[config.mk]
export PLATFORM = sky130hd
export DESIGN_NAME = wb_port_arbiter
export DESIGN_NICKNAME = d
export VERILOG_FILES = /design/src/rtl/wb_port_arbiter.sv
export SDC_FILE = /design/constraint.sdc
export NUM_CORES = 1
export LEC_CHECK = 0
export CAP_MARGIN = 5
export CORE_AREA = 3 3 127 154
export CTS_CLUSTER_SIZE = 28
export DETAILED_ROUTE_END_ITERATION = 6
export DIE_AREA = 0 0 130 157
export GPL_ROUTABILITY_DRIVEN = 1
export PLACE_DENSITY = 0.69
export SLEW_MARGIN = 20
export SYNTH_ARGS = -nofsm -noshare
export SYNTH_HDL_FRONTEND = slang
export SYNTH_SLANG_ARGS = --single-unit
[constraint.sdc]
create_clock -name clk -period 3.5 [get_ports clk]
set_input_delay 0.525 -clock clk [delete_from_list [all_inputs] [get_ports clk]]
set_output_delay 0.525 -clock clk [all_outputs]
set_load 0.005 [all_outputs]
[src/rtl/wb_port_arbiter.sv]
// rtl/wb_port_arbiter.sv - round-robin write-back port arbiter with register busy scoreboard
module wb_port_arbiter #(
    parameter int XLEN = 64,
    parameter int NREQ = 3,
    parameter int AW   = 5
) (
    input  logic                 clk,
    input  logic                 rst,
    input  logic [NREQ-1:0]      req_valid_i,
    output logic [NREQ-1:0]      req_ready_o,
    input  logic [NREQ*AW-1:0]   req_addr_i,
    input  logic [NREQ*XLEN-1:0] req_data_i,
    output logic                 wr_en_o,
    output logic [AW-1:0]        wr_addr_o,
    output logic [XLEN-1:0]      wr_data_o,
    input  logic                 issue_valid_i,
    input  logic [AW-1:0]        issue_rd_i,
    input  logic                 issue_rd_we_i,
    input  logic [AW-1:0]        issue_rs1_i,
    input  logic [AW-1:0]        issue_rs2_i,
    output logic                 stall_o
);

    localparam int PW   = $clog2(NREQ);
    localparam int NREG = 1 << AW;

    logic [PW-1:0]   ptr_q;
    logic [PW-1:0]   win;
    logic [PW-1:0]   ptr_nxt;
    logic            found;
    logic [AW-1:0]   sel_addr;
    logic [XLEN-1:0] sel_data;
    logic [NREG-1:0] busy_q;
    logic [NREG-1:0] busy_nxt;
    logic            issue_accept;

    // Round-robin search starting at the pointer, wrapping at NREQ rather than a power of two.
    always_comb begin
        found       = 1'b0;
        win         = '0;
        req_ready_o = '0;
        for (int i = 0; i < NREQ; i++) begin
            int j;
            j = int'(ptr_q) + i;
            if (j >= NREQ) j = j - NREQ;
            if (!found && req_valid_i[j]) begin
                found = 1'b1;
                win   = PW'(j);
            end
        end
        if (found) req_ready_o[win] = 1'b1;
    end

    // Winner's payload and the pointer value that follows a handshake.
    always_comb begin
        sel_addr = req_addr_i[int'(win)*AW +: AW];
        sel_data = req_data_i[int'(win)*XLEN +: XLEN];
        ptr_nxt  = (win == PW'(NREQ-1)) ? '0 : win + PW'(1);
    end

    // Pointer advances only on a handshake.
    always_ff @(posedge clk or posedge rst) begin
        if (rst) begin
            ptr_q <= '0;
        end else if (found) begin
            ptr_q <= ptr_nxt;
        end
    end

    // Write stage: one cycle after the grant; writes to x0 are consumed but never enabled.
    always_ff @(posedge clk or posedge rst) begin
        if (rst) begin
            wr_en_o   <= 1'b0;
            wr_addr_o <= '0;
            wr_data_o <= '0;
        end else if (found) begin
            wr_en_o   <= (sel_addr != '0);
            wr_addr_o <= sel_addr;
            wr_data_o <= sel_data;
        end else begin
            wr_en_o   <= 1'b0;
        end
    end

    // Hazard detection against registers with an outstanding producer; no bypass from the write stage.
    always_comb begin
        stall_o = issue_valid_i &
                  (busy_q[issue_rs1_i] | busy_q[issue_rs2_i] | (issue_rd_we_i & busy_q[issue_rd_i]));
        issue_accept = issue_valid_i & ~stall_o & issue_rd_we_i & (issue_rd_i != '0);
    end

    // Scoreboard update: commit clears, then a new producer sets so it owns the register on a collision.
    always_comb begin
        busy_nxt = busy_q;
        if (wr_en_o) busy_nxt[wr_addr_o] = 1'b0;
        if (issue_accept) busy_nxt[issue_rd_i] = 1'b1;
        busy_nxt[0] = 1'b0;
    end

    // Scoreboard register.
    always_ff @(posedge clk or posedge rst) begin
        if (rst) begin
            busy_q <= '0;
        end else begin
            busy_q <= busy_nxt;
        end
    end

endmodule

==> results.ini <==
[outcome]
status=finished, final reports clean

[timing]
rsz0062_at_grt=no
finalSetupViolations=0
clock.fmax_mhz=307
drv_slew=0
hold_viol=0
timing.hold.ws_ns=0.477
tightestPinTransition_ns=1.04
slew-limit-headroom=0.306
skew_ns=0.0130
post-route-min-period_ns=3.26
period_share=0.930
worst_slack_ns=0.244

[cts]
path_clk_slew_ns=0.08
numCtsBuffers=9
cts_buffer_depth=2
cts.sinks=103
clk_latency_ns=0.35
h-tree-depth=3
clock-root-buffer=clkbuf_16
cts_tree=yes

[critical_path]
crit_end=req_ready_o[0]
cp-startpoint=ptr_q[1]$_DFFE_PP0P_
reg2reg_depth=11
cp-start-kind=flop
cp-end-kind=output port
critPathMaxFanout=8
arrival_ns=2.73
r2r-end=wr_data_o[38]$_DFFE_PP0P_
regToRegStartpoint=ptr_q[1]$_DFFE_PP0P_
crit_required_ns=2.97
crit_type=flop to output port
rrSetupSlack_ns=0.34

[logic_synthesis]
synth_flop_cell=dfrtp_1
netlist_instances=646
synthArstFlopShare=1.00
syn_avg_cell_area_sq_um=9.76
yosysSeqAreaShare=0.409
synth_nets=879
yosys_warnings=0
ys_seq_elements=103
netlist_area_sq_um=6300
synth-edff-count=0
ys_types=53

[routing]
ant_nets=0
vias=6515
wl_per_cell_um=21.3
post-route-drc-count=0
drtIter0Drc=437
drt_wl_total_um=24900
drtPass1Iterations=4
routed_via_density=5.59

[global_route]
grt_pass1_wl_um=38000
grt_usage=0.242
antenna_found_initial=0
grt_pass1_vias=6508
grt_max_degree=120
grt_overflow_total=0

[placed_design]
hpwl_um=19300
io_buffers=302
place_area_sq_um=9630
place_ws_ns=-0.0256
place_congestion=0.974

[die]
rows=54
die_h_um=157
initial_utilization=0.347
core_sq_um=18200
boundaryPins=303
chipWidth_um=130
die_area_sq_um=20400

[finish]
final_cell_mix=299 x clkdlybuf4s50_1, 103 x dfrtp_1, 67 x o31ai_1
layout.nets=1169
utilization=0.550
area_delta_synth_final_pct=58.5
drive_gt1_frac=0.0925
final_common_cell=clkdlybuf4s50_1
antennaDiodeCount=0
fin_area_sq_um=9990

[flow_run]
drv_cap=0

[power]
p_leak_nw=4.03
irDropWorstVdd_mv=0.621
total_power_w=0.00895
p_per_area_nw_per_um2=896

[hold_path]
worst_hold_path_type=flop to flop

critical path, cell delays in order (launching register included):
cell             delay [ns]
dfrtp_1                0.42
inv_1                  0.10
ha_2                   0.27
mux2i_1                0.29
mux2i_2                0.15
nand3b_1               0.22
and2_1                 0.21
nor2_1                 0.16
clkdlybuf4s50_1        0.56
metrics by stage:
stage,TNS [ns],std cells
after CTS,0,1160
after floorplan,0,646
after global placement,0,1143
after detailed placement,-0.0256,1143
after global routing,0,1165
final,0,1165
worst min-delay path by stage:
stage / from / to / slack (ns) / cells after the start
4_1_cts: wr_data_o[62]$_DFFE_PP0P_ / wr_data_o[62]$_DFFE_PP0P_ / 0.48 / 2
6_report: wr_data_o[62]$_DFFE_PP0P_ / wr_data_o[62]$_DFFE_PP0P_ / 0.48 / 2
3_5_place_dp: wr_data_o[62]$_DFFE_PP0P_ / wr_data_o[62]$_DFFE_PP0P_ / 0.46 / 2
2_1_floorplan: wr_data_o[0]$_DFFE_PP0P_ / wr_data_o[0]$_DFFE_PP0P_ / 0.47 / 2
3_3_place_gp: wr_data_o[8]$_DFFE_PP0P_ / wr_data_o[8]$_DFFE_PP0P_ / 0.46 / 2
5_1_grt: wr_data_o[37]$_DFFE_PP0P_ / wr_data_o[37]$_DFFE_PP0P_ / 0.50 / 2
synthesized netlist by cell type, drive strengths merged, types with 5 or more instances:
cell	instances	area [sq um]
nor2	49	184
nand2	47	176
a22oi	18	135
o21ai	45	225
inv	10	37.5
clkbuf	39	146
or3b	6	52.6
a211oi	40	300
a22o	20	175
dfrtp	103	2580
o31ai	71	553
nand3	5	30.0
o22ai	7	43.8
mux4	14	319
buf	21	133
nor3	5	25.0
and3	40	250
nand3b	10	75.1
a221o	20	200
mux2i	30	300
cells by family after synthesis:
logic type / count (synthesis) / synth area share
buf+inv: 70 / 0.0502
compound gates: 236 / 0.278
mux: 44 / 0.0983
fa+ha+maj: 4 / 0.00794
flops: 103 / 0.409
simple gates: 189 / 0.156
final cells by class:
type / instances / area (sq um)
fillers: 1634 / 8190
multi-input cells: 473 / 3450
repair buffers: 339 / 3350
flip-flops and latches: 103 / 2580
well taps: 224 / 280
clock buffers: 9 / 225
clock inverters: 7 / 68.8
inverters: 10 / 40.0
metal layers:
metal,GRT usage,wire (um),up-vias
met1,0.290,9380,3142
met3,0.0696,1920,36
met4,0.0718,558,0
met2,0.422,13000,245
met5,0,0,-
li1,-,-,3092
power breakdown:
group          leakage, nW  switching, W  internal (W)
Clock                0.147      0.000511      0.000509
Sequential            1.24      0.000571       0.00186
Combinational         2.64       0.00276       0.00274
what timing repair did:
action                                  4_1_cts  5_1_grt
gates cloned                                  0        0
endpoints found under the setup margin        2        3
hold buffers                                  0        0
setup buffers                                 1        5
pin swaps                                     1        3
gates resized for setup                       2        7
registers in the layout (all words and copies together) (netlist names):
name,flops
wr_data_o,64
busy_q,31
wr_addr_o,5
ptr_q,2
wr_en_o,1
(Power assumes the default switching activity.)
